[src/rtl/blctrl_pkg.sv]
// Shared definitions for the BLCtrl ESC I2C responder.
// Provides the default target address, the I2C byte bit count and the
// responder state enumeration.
package blctrl_pkg;

  localparam logic [6:0] BLCTRL_BASE_ADDR = 7'h29;
  localparam logic [3:0] I2C_BITS         = 4'd8;

  typedef enum logic [2:0] {
    StIdle,
    StAddr,
    StAddrAck,
    StRxData,
    StRxAck,
    StTxData,
    StTxAck,
    StWaitStop
  } resp_state_e;

endpackage

[src/rtl/i2c_line_filter.sv]
// Conditions one asynchronous I2C line: 2-flop synchronizer, stability filter
// and one-cycle edge strobes on the filtered level.
// Ports:
//   clk     system clock
//   rst_n   synchronous active-low reset (filtered level resets to 1, bus idle)
//   line_i  raw bus level
//   level_o filtered level; changes only after FILTER_LEN equal samples
//   rise_o  one-cycle strobe on a filtered 0->1 change (coincides with new level)
//   fall_o  one-cycle strobe on a filtered 1->0 change (coincides with new level)
module i2c_line_filter #(
  parameter int unsigned FILTER_LEN = 3
) (
  input  logic clk,
  input  logic rst_n,
  input  logic line_i,
  output logic level_o,
  output logic rise_o,
  output logic fall_o
);

  localparam int unsigned CntW = (FILTER_LEN > 1) ? $clog2(FILTER_LEN) : 1;
  localparam logic [CntW-1:0] CntMax = CntW'(FILTER_LEN - 1);

  logic            sync1_q, sync2_q;
  logic            level_q, rise_q, fall_q;
  logic [CntW-1:0] cnt_q;

  always_ff @(posedge clk) begin
    if (!rst_n) begin
      sync1_q <= 1'b1;
      sync2_q <= 1'b1;
      level_q <= 1'b1;
      rise_q  <= 1'b0;
      fall_q  <= 1'b0;
      cnt_q   <= '0;
    end else begin
      sync1_q <= line_i;
      sync2_q <= sync1_q;
      rise_q  <= 1'b0;
      fall_q  <= 1'b0;
      if (sync2_q == level_q) begin
        cnt_q <= '0;
      end else if (cnt_q == CntMax) begin
        // FILTER_LEN consecutive samples disagreed with the held level
        level_q <= sync2_q;
        rise_q  <= sync2_q;
        fall_q  <= ~sync2_q;
        cnt_q   <= '0;
      end else begin
        cnt_q <= cnt_q + 1'b1;
      end
    end
  end

  assign level_o = level_q;
  assign rise_o  = rise_q;
  assign fall_o  = fall_q;

endmodule

[src/rtl/blctrl_i2c_responder.sv]
// I2C target emulating one BLCtrl ESC. A write to ADDRESS latches the first
// data byte as the motor speed; a read returns the latched speed. A watchdog
// zeroes the speed when no speed write arrives for TIMEOUT_CYCLES clocks.
// Ports:
//   clk          system clock (16 MHz)
//   rst_n        synchronous active-low reset
//   scl_i/sda_i  bus levels
//   sda_o        SDA drive value (always 0)
//   sda_t        SDA tristate, 1 = released
//   speed_o      last accepted speed byte (0 after reset or failsafe)
//   speed_valid  one-cycle pulse when a write updates speed_o
//   addressed    high from address ACK until STOP, START or master NACK
//   timeout      high while the failsafe is active
module blctrl_i2c_responder
  import blctrl_pkg::*;
#(
  parameter logic [6:0]  ADDRESS        = BLCTRL_BASE_ADDR,
  parameter int unsigned FILTER_LEN     = 3,
  parameter logic [31:0] TIMEOUT_CYCLES = 32'd1600000
) (
  input  logic       clk,
  input  logic       rst_n,
  input  logic       scl_i,
  input  logic       sda_i,
  output logic       sda_o,
  output logic       sda_t,
  output logic [7:0] speed_o,
  output logic       speed_valid,
  output logic       addressed,
  output logic       timeout
);

  logic scl_lvl, scl_rise, scl_fall;
  logic sda_lvl, sda_rise, sda_fall;

  i2c_line_filter #(.FILTER_LEN(FILTER_LEN)) u_scl_filter (
    .clk    (clk),
    .rst_n  (rst_n),
    .line_i (scl_i),
    .level_o(scl_lvl),
    .rise_o (scl_rise),
    .fall_o (scl_fall)
  );

  i2c_line_filter #(.FILTER_LEN(FILTER_LEN)) u_sda_filter (
    .clk    (clk),
    .rst_n  (rst_n),
    .line_i (sda_i),
    .level_o(sda_lvl),
    .rise_o (sda_rise),
    .fall_o (sda_fall)
  );

  logic start_det, stop_det;
  assign start_det = sda_fall & scl_lvl;
  assign stop_det  = sda_rise & scl_lvl;

  resp_state_e state_q, state_d;
  logic [3:0]  bit_cnt_q, bit_cnt_d;
  logic [7:0]  shift_q, shift_d;
  logic        drive_q, drive_d;      // 1 = pull SDA low
  logic        rw_q, rw_d;
  logic        first_q, first_d;      // next received byte is the first of the transaction
  logic        addressed_q, addressed_d;
  logic [7:0]  speed_q, speed_d;
  logic        speed_valid_q, speed_valid_d;
  logic [31:0] wd_q, wd_d;
  logic        timeout_q, timeout_d;
  logic        write_evt;

  always_comb begin
    state_d       = state_q;
    bit_cnt_d     = bit_cnt_q;
    shift_d       = shift_q;
    drive_d       = drive_q;
    rw_d          = rw_q;
    first_d       = first_q;
    addressed_d   = addressed_q;
    write_evt     = 1'b0;

    if (start_det) begin
      state_d     = StAddr;
      bit_cnt_d   = '0;
      drive_d     = 1'b0;
      addressed_d = 1'b0;
      first_d     = 1'b1;
    end else if (stop_det) begin
      state_d     = StIdle;
      drive_d     = 1'b0;
      addressed_d = 1'b0;
    end else begin
      unique case (state_q)
        StIdle: ;
        StAddr: begin
          if (scl_rise && bit_cnt_q != I2C_BITS) begin
            shift_d   = {shift_q[6:0], sda_lvl};
            bit_cnt_d = bit_cnt_q + 4'd1;
            // On the R/W bit, shift_q[6:0] already holds the full address
            if (bit_cnt_q == I2C_BITS - 4'd1 && shift_q[6:0] != ADDRESS) begin
              state_d = StWaitStop;
            end
          end else if (scl_fall && bit_cnt_q == I2C_BITS) begin
            drive_d     = 1'b1;
            rw_d        = shift_q[0];
            addressed_d = 1'b1;
            state_d     = StAddrAck;
          end
        end
        StAddrAck: begin
          if (scl_fall) begin
            if (rw_q) begin
              // Read: first data bit goes out on this same fall
              drive_d   = ~speed_q[7];
              shift_d   = {speed_q[6:0], 1'b0};
              bit_cnt_d = 4'd1;
              state_d   = StTxData;
            end else begin
              drive_d   = 1'b0;
              bit_cnt_d = '0;
              state_d   = StRxData;
            end
          end
        end
        StRxData: begin
          if (scl_rise && bit_cnt_q != I2C_BITS) begin
            shift_d   = {shift_q[6:0], sda_lvl};
            bit_cnt_d = bit_cnt_q + 4'd1;
            if (bit_cnt_q == I2C_BITS - 4'd1 && first_q) begin
              write_evt = 1'b1;
              first_d   = 1'b0;
            end
          end else if (scl_fall && bit_cnt_q == I2C_BITS) begin
            drive_d = 1'b1;
            state_d = StRxAck;
          end
        end
        StRxAck: begin
          if (scl_fall) begin
            drive_d   = 1'b0;
            bit_cnt_d = '0;
            state_d   = StRxData;
          end
        end
        StTxData: begin
          if (scl_fall) begin
            if (bit_cnt_q == I2C_BITS) begin
              drive_d = 1'b0;
              state_d = StTxAck;
            end else begin
              drive_d   = ~shift_q[7];
              shift_d   = {shift_q[6:0], 1'b0};
              bit_cnt_d = bit_cnt_q + 4'd1;
            end
          end
        end
        StTxAck: begin
          if (scl_rise) begin
            if (!sda_lvl) begin
              shift_d   = speed_q;
              bit_cnt_d = '0;
              state_d   = StTxData;
            end else begin
              addressed_d = 1'b0;
              state_d     = StWaitStop;
            end
          end
        end
        StWaitStop: drive_d = 1'b0;
        default: begin
          state_d = StIdle;
          drive_d = 1'b0;
        end
      endcase
    end
  end

  // Watchdog and speed register; a speed write beats a same-cycle timeout
  always_comb begin
    speed_d       = speed_q;
    speed_valid_d = 1'b0;
    wd_d          = wd_q;
    timeout_d     = timeout_q;
    if (write_evt) begin
      speed_d       = {shift_q[6:0], sda_lvl};
      speed_valid_d = 1'b1;
      wd_d          = '0;
      timeout_d     = 1'b0;
    end else if (wd_q < TIMEOUT_CYCLES) begin
      wd_d = wd_q + 32'd1;
      if (wd_q == TIMEOUT_CYCLES - 32'd1) begin
        speed_d   = '0;
        timeout_d = 1'b1;
      end
    end
  end

  always_ff @(posedge clk) begin
    if (!rst_n) begin
      state_q       <= StIdle;
      bit_cnt_q     <= '0;
      shift_q       <= '0;
      drive_q       <= 1'b0;
      rw_q          <= 1'b0;
      first_q       <= 1'b0;
      addressed_q   <= 1'b0;
      speed_q       <= '0;
      speed_valid_q <= 1'b0;
      wd_q          <= '0;
      timeout_q     <= 1'b0;
    end else begin
      state_q       <= state_d;
      bit_cnt_q     <= bit_cnt_d;
      shift_q       <= shift_d;
      drive_q       <= drive_d;
      rw_q          <= rw_d;
      first_q       <= first_d;
      addressed_q   <= addressed_d;
      speed_q       <= speed_d;
      speed_valid_q <= speed_valid_d;
      wd_q          <= wd_d;
      timeout_q     <= timeout_d;
    end
  end

  assign sda_o       = 1'b0;
  assign sda_t       = ~drive_q;
  assign speed_o     = speed_q;
  assign speed_valid = speed_valid_q;
  assign addressed   = addressed_q;
  assign timeout     = timeout_q;

endmodule

[config.mk]
export PLATFORM = sky130hd
export DESIGN_NAME = blctrl_i2c_responder
export DESIGN_NICKNAME = d
export VERILOG_FILES = /design/src/rtl/blctrl_pkg.sv /design/src/rtl/i2c_line_filter.sv /design/src/rtl/blctrl_i2c_responder.sv
export SDC_FILE = /design/constraint.sdc
export NUM_CORES = 1
export LEC_CHECK = 0
export ABC_AREA = 1
export BUFFER_PORTS_ARGS = -buffer_cell sky130_fd_sc_hd__buf_2
export CORE_MARGIN = 2
export CORE_UTILIZATION = 36
export DETAILED_ROUTE_END_ITERATION = 10
export PLACE_DENSITY = 0.61
export SETUP_SLACK_MARGIN = 0.05
export SYNTH_ARGS = -nofsm -noshare
export SYNTH_HDL_FRONTEND = slang
export SYNTH_HIERARCHICAL = 1
export SYNTH_SLANG_ARGS = --single-unit
[constraint.sdc]
create_clock -name clk -period 1.94 [get_ports clk]
set_input_delay 0.194 -clock clk [delete_from_list [all_inputs] [get_ports clk]]
set_output_delay 0.194 -clock clk [all_outputs]
set_load 0.02 [all_outputs]
==> results of run 1 <==
[worst max-delay path, cell delays in order, from the launching register on]
cell and delay (ps):
sky130_fd_sc_hd__dfxtp_1 430, sky130_fd_sc_hd__ha_2 290, sky130_fd_sc_hd__nand3_1 170, sky130_fd_sc_hd__inv_1 110
sky130_fd_sc_hd__nand2_1 90, sky130_fd_sc_hd__inv_1 130, sky130_fd_sc_hd__nand3_2 230, sky130_fd_sc_hd__nand3_1 150
sky130_fd_sc_hd__nand2_1 50
[stage by stage]
step / setup slack, ps / util [%] / TNS, ps
2_1_floorplan: 317 / - / 0
3_3_place_gp: 41.7 / 39.5 / 0
3_5_place_dp: -1.52 / 39.5 / -1.52
4_1_cts: 55.7 / 41.8 / 0
5_1_grt: 44.9 / 42.4 / 0
6_report: 176 / 42.4 / 0
[kinds of logic after synthesis]
group	count (synthesis)	share of synthesized area, %
AOI/OAI and AO/OA	55	8.41
xor gates and xnor gates	11	2.51
other	1	0.0977
buffers and inverters	92	9.84
adders and majority gates	5	1.63
DFF	75	39.1
and+or+nand+nor	330	38.4
[path summary, 6_finish.rpt]
path / end / slack [ps] / depth (start not counted)
worst min-delay path: u_sda_filter/sync1_q / 20 / 2
worst max register to register: speed_o[2] / 180 / 8
worst max-delay path: speed_o[2] / 180 / 8
worst min register to register: u_sda_filter/cnt_q[0] / 410 / 1
[sequential cells by signal, summed over array words and instances (netlist names)]
register,cells
drive_q,1
addressed,1
u_sda_filter/cnt_q,2
u_sda_filter/rise_o,1
timeout,1
speed_valid,1
u_scl_filter/rise_o,1
bit_cnt_q,4
speed_o,8
u_sda_filter/sync2_q,1
shift_q,8
u_sda_filter/level_o,1
u_sda_filter/sync1_q,1
u_scl_filter/sync1_q,1
state_q,3
first_q,1
rw_q,1
u_scl_filter/fall_o,1
wd_q,32
u_scl_filter/cnt_q,2
u_scl_filter/level_o,1
u_scl_filter/sync2_q,1
u_sda_filter/fall_o,1
[routing by layer]
metal | part of all wire (%) | wire length (um)
met4 | 2.3 | 204
met2 | 47 | 4120
met3 | 3.8 | 335
met1 | 47 | 4160
met5 | 0 | 0
[layout by cell type (no fill, tap or decap), drive strengths merged, types with 10 or more instances in the layout]
cell type,netlist,layout
nor2,87,87
clkbuf,2,10
dfxtp,75,75
nand2,151,151
nand3,50,50
nor3,23,23
inv,78,79
buf,11,22
a21oi,28,28
o21ai,14,14
[power breakdown]
part | switching [uW] | leakage [uW] | internal, uW
Combinational | 1100 | 0.00108 | 563
Clock | 599 | 0.000117 | 857
Sequential | 139 | 0.000609 | 1680
[area by class of cell]
type / count / share of cell area [%]
Multi-Input combinational cell: 403 / 46.2
Sequential cell: 75 / 34.4
Inverter: 79 / 6.89
Tap cell: 136 / 3.89
Timing Repair Buffer: 22 / 3.20
Clock buffer: 10 / 2.91
Clock inverter: 6 / 2.54
[timing repair]
item,in CTS,in global routing
setup buffers,0,0
resized for setup,1,12
endpoints found under the hold margin,0,0
gates cloned,0,1
hold buffers,0,0
pin swaps,0,0
setup endpoints to repair,2,57
==> results by group, run 1 <==
Global route
  • Global routing usage on met1: about a fifth
  • Overall track demand over capacity in global routing: between 10% and 20%
  • Number of antenna violations at the first check in global routing: 0
  • Met2 Use GR: approximately a quarter
  • Vias in the first global route: 3298
  • Wire length of the first global-routing pass: ~15 mm
  • Grt peak-use layer: met2
  • Overflow left after global routing: 0
  • Maximum number of pins on one net before global-route repair: 27
  • Met3 Resource Use GR: 3.51%

STA
  • Final Slew Violations: 0
  • Final Hold Fails: 0
  • Layout Skew: 16.7 ps
  • Post-route clock period utilization: between 90% and 100%
  • Final setup violating endpoints: 0
  • Clock period minus final worst setup slack: roughly 1800 ps
  • Hold Worst Slack: roughly 17 ps
  • Max Clk Rate: 567 MHz
  • Unrepaired setup endpoints after global routing: yes

Status
  • Result of the run: finished clean

Layout
  • Proportion of layout cells with a drive suffix above 1: between 10% and 20%
  • Post-route non-filler standard cell count: between 700 and 800
  • Area used by sequential logic in the layout: 1510 um^2
  • Fillers: 1078
  • Non-Filler Cell Area, Final: 4380 um^2
  • Nets: 599
  • Total area of multi-input combinational cells: 2020 um^2
  • Final antenna diode count: 0
  • Area growth from synthesis to layout: 14.0%

Worst setup path
  • Category of the critical setup timing path: reg -> reg
  • Critical path origin: wd_q[0]
  • Startpoint of the most critical register-to-register path: wd_q[0]
  • Crit path max fanout: 9
  • Arrival time of data at the critical path endpoint: approximately 2000 ps
  • Required time reported for the critical path endpoint: 2180 ps
  • Kind of launch point of the worst setup path: flop
  • Endpoint type of the worst setup path: flop

Logic synthesis
  • Seq/Total Area, Yosys: slightly below 40%
  • Post-Synthesis Net Count: around 580
  • Number of synthesized flops with an enable pin: 0
  • Biggest area contributors in the synthesized netlist: sky130_fd_sc_hd__dfxtp_1, sky130_fd_sc_hd__nand2_1, sky130_fd_sc_hd__nor2_1
  • Largest area contributor in the synthesized netlist: sky130_fd_sc_hd__dfxtp_1
  • Asr flop ratio synth: 0%
  • Post-synthesis instance total: approximately 570
  • Cell with the most instances after synthesis: sky130_fd_sc_hd__nand2_1
  • Cell area after synthesis: ~3800 um^2
  • Avg Cell Area, Syn: 6.75 um^2
  • Synth unique cells: 37
  • #FFs+latches synth: 75
  • Number of warnings printed during yosys synthesis: 6
  • Most instantiated flip-flop cell in the synthesis netlist: sky130_fd_sc_hd__dfxtp_1
  • Post-synth top area share: roughly two fifths
  • Commonest cells in the netlist: sky130_fd_sc_hd__nand2_1, sky130_fd_sc_hd__nor2_1, sky130_fd_sc_hd__dfxtp_1, sky130_fd_sc_hd__inv_1, sky130_fd_sc_hd__nand3_1

Clocking
  • CTS sink cnt: between 70 and 80
  • CTS Root Cell: sky130_fd_sc_hd__clkbuf_8
  • TritonCTS clock tree: done
  • Maximum root-to-sink buffer count: 2
  • Clock buffer count from CTS: 9
  • Clock-pin slew on the worst setup and hold paths: ~80 ps
  • Insertion delay to the later sink of the worst-skew pair: 360 ps
  • Maximum level of the CTS H-tree: 3

Placement
  • Placed instance count: about 700
  • Placed Area: about 4100 um^2
  • Final estimated routing congestion in global placement: 0.916
  • Buffers on Ports: 15
  • Sum of net half-perimeters after detailed placement: 6.34 mm

Route
  • Number of remaining DRC errors: 0
  • Antenna violation net count after detailed routing: 0
  • Routed via count divided by cell count: slightly below 5
  • Final wirelength: between 8 and 9 mm
  • Number of vias after detailed routing: between 3000 and 4000
  • Number of search-and-repair iterations in the first detailed-routing pass: 4
  • Initial detailed-routing violation count: between 200 and 300
  • WL per Instance: ~12 um

Pwr
  • Total chip power: between 4000 and 5000 uW
  • Largest vdd supply drop: approximately 740 uV
  • Leakage dissipation: roughly 0.0018 uW
  • Power per unit of standard cell area: 1130 nW/um^2

Floorplanning
  • Full die area: between 10000 and 15000 um^2
  • Effective utilization at floorplan: between 30% and 40%
  • Horizontal die dimension: 107 um
  • Row Count: 37
  • Number of top-level pins: 17
  • Core outline area: 10300 um^2
  • Die H: approximately 110 um

Worst hold path
  • Hold path start: sda_i
  • Type of the worst min-delay path: in -> reg

Flow run
  • Total of max-cap violations: 0
No activity file was read; power rests on OpenSTA's default activity.
==> run 2, diff against run 1 <==
Settings changed: CTS_BUF_LIST from default to sky130_fd_sc_hd__clkbuf_4 sky130_fd_sc_hd__clkbuf_8 sky130_fd_sc_hd__clkbuf_16.
==> run 2 against run 1 <==
Wire length decreased by 0.18%. Power is 0.23% higher. Worst setup slack improved by 0.55 ps. Clock-buffer cell count did not move. Combinational power about the same. Clock power about the same. Non-clock buffer count did not move. Maximum frequency barely moved. Utilization is essentially flat. Register-to-register slack hardly changed. Critical path type unchanged. Largest cell class unchanged. Highest routed layer unchanged.
==> results by group, run 2 (synthesis gave the netlist of run 1 again) <==
Flow run
  • Total of max-cap violations: 0 (unchanged)

Pwr
  • Net switching share of the total power: 37.1% (was 37.3%)
  • Total chip power: 4950 uW (was 4940 uW)
  • Internal: 3110 uW (was 3100 uW)
  • Seq pwr share: 36.7% (was 36.8%)
  • Largest vdd supply drop: 732 uV (was 738 uV)
  • Switching Power: 1840 uW (about the same)
  • Leakage dissipation: 0.00181 uW (about the same)
  • Share of power burned in combinational logic: 33.7% (about the same)
  • Power per unit of standard cell area: 1130 nW/um^2 (about the same)
  • Part of the total power dissipated in the clock network: 29.7% (was 29.5%)

Worst setup path
  • Startpoint of the most critical register-to-register path: wd_q[0] (unchanged)
  • Critical path origin: wd_q[0] (unchanged)
  • Kind of launch point of the worst setup path: flop (unchanged)
  • Crit path max fanout: 9 (unchanged)
  • Required time reported for the critical path endpoint: 2180 ps (about the same)
  • Reg2reg setup slack: 180 ps (about the same)
  • Worst reg-to-reg path cell count: 8 (unchanged)
  • Arrival time of data at the critical path endpoint: 2000 ps (about the same)
  • FF-to-FF End: speed_o[2] (unchanged)
  • Category of the critical setup timing path: reg -> reg (unchanged)
  • Endpoint type of the worst setup path: flop (unchanged)

Route
  • Number of vias after detailed routing: 3561 (was 3549)
  • Number of search-and-repair iterations in the first detailed-routing pass: 4 (unchanged)
  • Antenna violation net count after detailed routing: 0 (unchanged)
  • Initial detailed-routing violation count: 255 (unchanged)
  • WL per Instance: 12.0 um (was 12.1 um)
  • Routed via count divided by cell count: 4.87 (was 4.85)
  • Number of remaining DRC errors: 0 (unchanged)
  • Final wirelength: 8.80 mm (was 8.82 mm)

Clocking
  • CTS Root Cell: sky130_fd_sc_hd__clkbuf_8 (unchanged)
  • Count of hold buffers inserted by post-cts repair: 0 (unchanged)
  • Clock buffer count from CTS: 9 (unchanged)
  • Insertion delay to the later sink of the worst-skew pair: 360 ps (about the same)
  • Maximum root-to-sink buffer count: 2 (unchanged)
  • Clock-pin slew on the worst setup and hold paths: 80 ps (about the same)
  • TritonCTS clock tree: done (unchanged)
  • Maximum level of the CTS H-tree: 3 (unchanged)
  • CTS sink cnt: 75 (unchanged)

Floorplanning
  • Effective utilization at floorplan: 37.2% (unchanged)
  • Row Count: 37 (unchanged)
  • Number of top-level pins: 17 (unchanged)
  • Horizontal die dimension: 107 um (unchanged)
  • Core outline area: 10300 um^2 (unchanged)
  • Die H: 107 um (unchanged)
  • Full die area: 11500 um^2 (unchanged)

STA
  • Max Clk Rate: 567 MHz (about the same)
  • Final Hold Fails: 0 (unchanged)
  • Post-route clock period utilization: 90.9% (about the same)
  • Unrepaired setup endpoints after global routing: yes (unchanged)
  • Final Slew Violations: 0 (unchanged)
  • Final setup violating endpoints: 0 (unchanged)
  • Clock period minus final worst setup slack: 1760 ps (about the same)
  • Layout Skew: 15.5 ps (was 16.7 ps)

Layout
  • Highest-count cells in the layout ignoring fill and taps: sky130_fd_sc_hd__nand2_1, sky130_fd_sc_hd__nor2_1, sky130_fd_sc_hd__dfxtp_1 (unchanged)
  • Commonest non-fill, non-tap cell in the layout: sky130_fd_sc_hd__nand2_1 (unchanged)
  • Area used by sequential logic in the layout: 1510 um^2 (unchanged)
  • Total area of multi-input combinational cells: 2020 um^2 (unchanged)
  • Max FFs per register: 32 (unchanged)
  • Proportion of layout cells with a drive suffix above 1: 12.8% (was 12.6%)
  • Utilization after layout: 42.5% (was 42.4%)
  • Fillers: 1076 (was 1078)
  • Nets: 599 (unchanged)
  • Area growth from synthesis to layout: 14.1% (was 14.0%)
  • Register containing the most flip-flops in the final layout: wd_q (unchanged)
  • Final antenna diode count: 0 (unchanged)

Worst hold path
  • Type of the worst min-delay path: in -> reg (unchanged)
  • Worst hold path stage count: 2 (unchanged)
  • Hold path start: sda_i (unchanged)
  • Worst Hold Path EP: u_sda_filter/sync1_q (unchanged)

Placement
  • Buffers on Ports: 15 (unchanged)
  • Sum of net half-perimeters after detailed placement: 6.34 mm (unchanged)
  • Final estimated routing congestion in global placement: 0.916 (unchanged)

Status
  • Result of the run: finished clean (unchanged)

Global route
  • Vias in the first global route: 3298 (unchanged)
  • Overflow left after global routing: 0 (unchanged)
  • Number of antenna violations at the first check in global routing: 0 (unchanged)
  • Overall track demand over capacity in global routing: 16.1% (unchanged)
  • Maximum number of pins on one net before global-route repair: 27 (unchanged)
  • Wire length of the first global-routing pass: 14.9 mm (unchanged)
## run 2: cell counts in the layout (fill, tap and decap cells not counted)
Identical to the previous run, type by type.
## run 2: stage by stage
| step | setup TNS (ps) | worst slack (ps) | hold WS [ps] | area [um^2] | std cells |
|---|---|---|---|---|---|
| 2_1_floorplan | 0 | 317 | 294 | 3840 | 569 |
| 3_3_place_gp | 0 | 41.7 | 374 | 4070 | 714 |
| 3_5_place_dp | -1.52 | -1.52 | 380 | 4070 | 714 |
| 4_1_cts | 0 | 55.7 | 3.66 | 4320 | 730 |
| 5_1_grt | 0 | 44.9 | 4.09 | 4380 | 731 |
| 6_report | 0 | 176 | 17.7 | 4380 | 731 |
## run 2: what timing repair did
item | in CTS | in global routing
pin swaps | 0 | 0
buffers inserted | 0 | 0
cloned | 0 | 1
setup endpoints to repair | 2 | 57
resized for setup | 1 | 12
## run 2: worst max-delay path: stages (launching register included)
cell and delay [ps]:
sky130_fd_sc_hd__dfxtp_1 430, sky130_fd_sc_hd__ha_2 290, sky130_fd_sc_hd__nand3_1 170, sky130_fd_sc_hd__inv_1 110, sky130_fd_sc_hd__nand2_1 90, sky130_fd_sc_hd__inv_1 130
sky130_fd_sc_hd__nand3_2 230, sky130_fd_sc_hd__nand3_1 150, sky130_fd_sc_hd__nand2_1 50
## run 2: layer usage
| layer | global-route usage [%] | vias to the layer above | share of wire (%) |
|---|---|---|---|
| met5 | 0 | - | 0 |
| met4 | 6.77 | 0 | 2.4 |
| met3 | 3.51 | 22 | 3.6 |
| met2 | 26.3 | 69 | 47 |
| met1 | 20.5 | 1618 | 47 |
| li1 | - | 1852 | - |
## run 2: final cells by class
cell class / instances / area share (%)
clock buffers: 10 / 3.00
inverters: 79 / 6.88
clock inverters: 6 / 2.54
multi-input cells: 403 / 46.2
well taps: 136 / 3.88
repair buffers: 22 / 3.20
flip-flops and latches: 75 / 34.3
## run 2: worst max path at each step
stage,slack (ps),endpoint
floorplan,320,wd_q[10]
global placement,40,wd_q[16]
detailed placement,-2,wd_q[20]
CTS,60,wd_q[0]
global route,40,speed_o[2]
finish,180,speed_o[2]
## run 2: power by group through the flow
stage / logic, uW / registers, uW / clock network (uW)
3_5_place_dp: 1500 / 1840 / 0
5_1_grt: 1880 / 1840 / 1570
2_1_floorplan: 1320 / 1770 / 0
6_report: 1670 / 1820 / 1470
3_3_place_gp: 1500 / 1830 / 0
4_1_cts: 1520 / 1800 / 1500
==> run 3, diff against run 2 <==
Settings changed: CORE_UTILIZATION 36 to 52, PLACE_DENSITY 0.61 to 0.79, TNS_END_PERCENT from default to 30.
==> run 3 against run 2 <==
Clock power is essentially flat. Register-to-register slack got worse by 80 ps. Utilization rose by 17 points. Wire length down 2.1%. Sequential share of layout area increased by 0.48 points. Power shrank 0.17%. Sequential power barely moved. Worst hold slack gained 2.6 ps. Clock-buffer cell count unchanged.
==> results by group, run 3 (synthesis gave the netlist of run 1 again) <==
Status
  • Result of the run: finished clean (unchanged)

Route
  • Number of remaining DRC errors: 0 (unchanged)
  • WL per Instance: 12.4 um (was 12.0 um)
  • Number of vias after detailed routing: 3632 (was 3561)
  • Routed via count divided by cell count: 5.23 (was 4.87)
  • Number of search-and-repair iterations in the first detailed-routing pass: 5 (was 4)
  • Initial detailed-routing violation count: 262 (was 255)
  • Antenna violation net count after detailed routing: 0 (unchanged)
  • Final wirelength: 8.62 mm (was 8.80 mm)

Worst setup path
  • Required time reported for the critical path endpoint: 2200 ps (was 2180 ps)
  • Arrival time of data at the critical path endpoint: 2100 ps (was 2000 ps)
  • Endpoint type of the worst setup path: flop (unchanged)
  • Crit path max fanout: 16 (was 9)
  • Kind of launch point of the worst setup path: flop (unchanged)
  • Category of the critical setup timing path: reg -> reg (unchanged)

Global route
  • Vias in the first global route: 3361 (was 3298)
  • Wire length of the first global-routing pass: 14.6 mm (was 14.9 mm)
  • Global routing usage on met1: 26.6% (was 20.5%)
  • Met3 Resource Use GR: 5.53% (was 3.51%)
  • Overflow left after global routing: 0 (unchanged)
  • Number of antenna violations at the first check in global routing: 0 (unchanged)
  • Met2 Use GR: 36.7% (was 26.3%)
  • Maximum number of pins on one net before global-route repair: 19 (was 27)
  • Overall track demand over capacity in global routing: 21.7% (was 16.1%)
  • Grt peak-use layer: met2 (unchanged)

Pwr
  • Total chip power: 4940 uW (was 4950 uW)
  • Power per unit of standard cell area: 1140 nW/um^2 (was 1130 nW/um^2)
  • Internal: 3140 uW (was 3110 uW)
  • Net switching share of the total power: 36.5% (was 37.1%)
  • Leakage dissipation: 0.00181 uW (about the same)
  • Switching Power: 1800 uW (was 1840 uW)
  • Part of the total power dissipated in the clock network: 30.0% (was 29.7%)
  • Seq pwr share: 36.6% (was 36.7%)
  • Largest vdd supply drop: 666 uV (was 732 uV)
  • Share of power burned in combinational logic: 33.4% (was 33.7%)

Placement
  • Placed Area: 4020 um^2 (was 4070 um^2)
  • Pre-CTS setup slack: 121 ps (was -1.52 ps)
  • Final estimated routing congestion in global placement: 1.02 (was 0.916)
  • Sum of net half-perimeters after detailed placement: 6.07 mm (was 6.34 mm)
  • Buffers on Ports: 15 (unchanged)

Layout
  • Nets: 599 (unchanged)
  • Utilization after layout: 59.8% (was 42.5%)
  • Fillers: 688 (was 1076)
  • Commonest non-fill, non-tap cell in the layout: sky130_fd_sc_hd__nand2_1 (unchanged)
  • Max FFs per register: 32 (unchanged)
  • Final antenna diode count: 0 (unchanged)
  • Proportion of layout cells with a drive suffix above 1: 12.4% (was 12.8%)
  • Non-Filler Cell Area, Final: 4320 um^2 (was 4380 um^2)
  • Highest-count cells in the layout ignoring fill and taps: sky130_fd_sc_hd__nand2_1, sky130_fd_sc_hd__nor2_1, sky130_fd_sc_hd__dfxtp_1 (unchanged)
  • Register containing the most flip-flops in the final layout: wd_q (unchanged)
  • Area growth from synthesis to layout: 12.4% (was 14.1%)

STA
  • Final worst-path setup slack: 101 ps (was 176 ps)
  • Post-route clock period utilization: 94.8% (was 90.9%)
  • Max Clk Rate: 544 MHz (was 567 MHz)
  • Final Hold Fails: 0 (unchanged)
  • Layout Skew: 10.5 ps (was 15.5 ps)
  • Setup TNS: 0 ps (unchanged)
  • Final setup violating endpoints: 0 (unchanged)
  • Clock period minus final worst setup slack: 1840 ps (was 1760 ps)
  • Unrepaired setup endpoints after global routing: yes (unchanged)
  • Final Slew Violations: 0 (unchanged)

Floorplanning
  • Number of top-level pins: 17 (unchanged)
  • Row Count: 31 (was 37)
  • Effective utilization at floorplan: 53.2% (was 37.2%)
  • Horizontal die dimension: 89.9 um (was 107 um)
  • Full die area: 8090 um^2 (was 11500 um^2)
  • Die H: 89.9 um (was 107 um)
  • Core outline area: 7210 um^2 (was 10300 um^2)

Flow run
  • Total of max-cap violations: 0 (unchanged)

Clocking
  • Maximum root-to-sink buffer count: 2 (unchanged)
  • Clock-pin slew on the worst setup and hold paths: 80 ps (about the same)
  • CTS Root Cell: sky130_fd_sc_hd__clkbuf_8 (unchanged)
  • Insertion delay to the later sink of the worst-skew pair: 350 ps (was 360 ps)
  • Maximum level of the CTS H-tree: 3 (unchanged)
  • Count of hold buffers inserted by post-cts repair: 0 (unchanged)
  • Clock buffer count from CTS: 9 (unchanged)
  • TritonCTS clock tree: done (unchanged)
  • CTS sink cnt: 75 (unchanged)

Worst hold path
  • Type of the worst min-delay path: in -> reg (unchanged)
==> run 3: changes by cell type in the layout (fill, tap and decap cells not counted), sizes merged <==
cell / delta
buf: +1
clkinv: +2
clkinvlp: -1
inv: -1
nand3b: -1
==> run 3: power groups by stage <==
stage	logic [uW]	clock network, uW	registers (uW)
3_5_place_dp	1500	0	1840
3_3_place_gp	1460	0	1830
4_1_cts	1510	1510	1800
5_1_grt	1860	1570	1820
6_report	1650	1480	1810
2_1_floorplan	1320	0	1770
==> run 3: routing by layer <==
metal	wire (um)	share of wire, %
met1	3920	45
met2	4080	47
met3	474	5.5
met4	139	1.6
met5	0	0
==> run 3: path summary, 6_finish.rpt <==
kind	from	end	slack, ps	cells past startpoint
worst max-delay path	state_q[1]	shift_q[3]	100	9
worst min-delay path	scl_i	u_scl_filter/sync1_q	20	2
worst max register to register	state_q[1]	shift_q[3]	100	9
worst min register to register	u_scl_filter/cnt_q[0]	u_scl_filter/cnt_q[0]	410	1
==> run 3: timing repair <==
action                                  in CTS  in global routing
endpoints found under the setup margin       0                 26
gates resized for setup                      0                  8
setup buffers                                0                  2
==> run 3: per-stage QoR <==
step           instances  hold WS (ps)
2_1_floorplan        569           294
3_3_place_gp         676           376
3_5_place_dp         676           379
4_1_cts              692          7.01
5_1_grt              694          18.2
6_report             694          20.3
==> run 3: cell type report <==
| cell class | instances | area [um^2] | area share [%] |
|---|---|---|---|
| tap | 99 | 124 | 2.87 |
| clock buffer | 10 | 138 | 3.19 |
| multi-input combinational | 402 | 1990 | 46.1 |
| timing repair buffer | 23 | 148 | 3.42 |
| sequential | 75 | 1500 | 34.8 |
| inverter | 79 | 302 | 6.99 |
| clock inverter | 6 | 113 | 2.61 |
==> run 3: worst max-delay path, stage by stage (launching register included) <==
cell and delay [ps]:
sky130_fd_sc_hd__dfxtp_1 490, sky130_fd_sc_hd__inv_2 130, sky130_fd_sc_hd__nor2_1 270, sky130_fd_sc_hd__nand2_1 180, sky130_fd_sc_hd__nor2_1 190, sky130_fd_sc_hd__nor3_2 90
sky130_fd_sc_hd__nand3b_4 180, sky130_fd_sc_hd__nand2_1 90, sky130_fd_sc_hd__nand2_1 80, sky130_fd_sc_hd__nor2_1 40
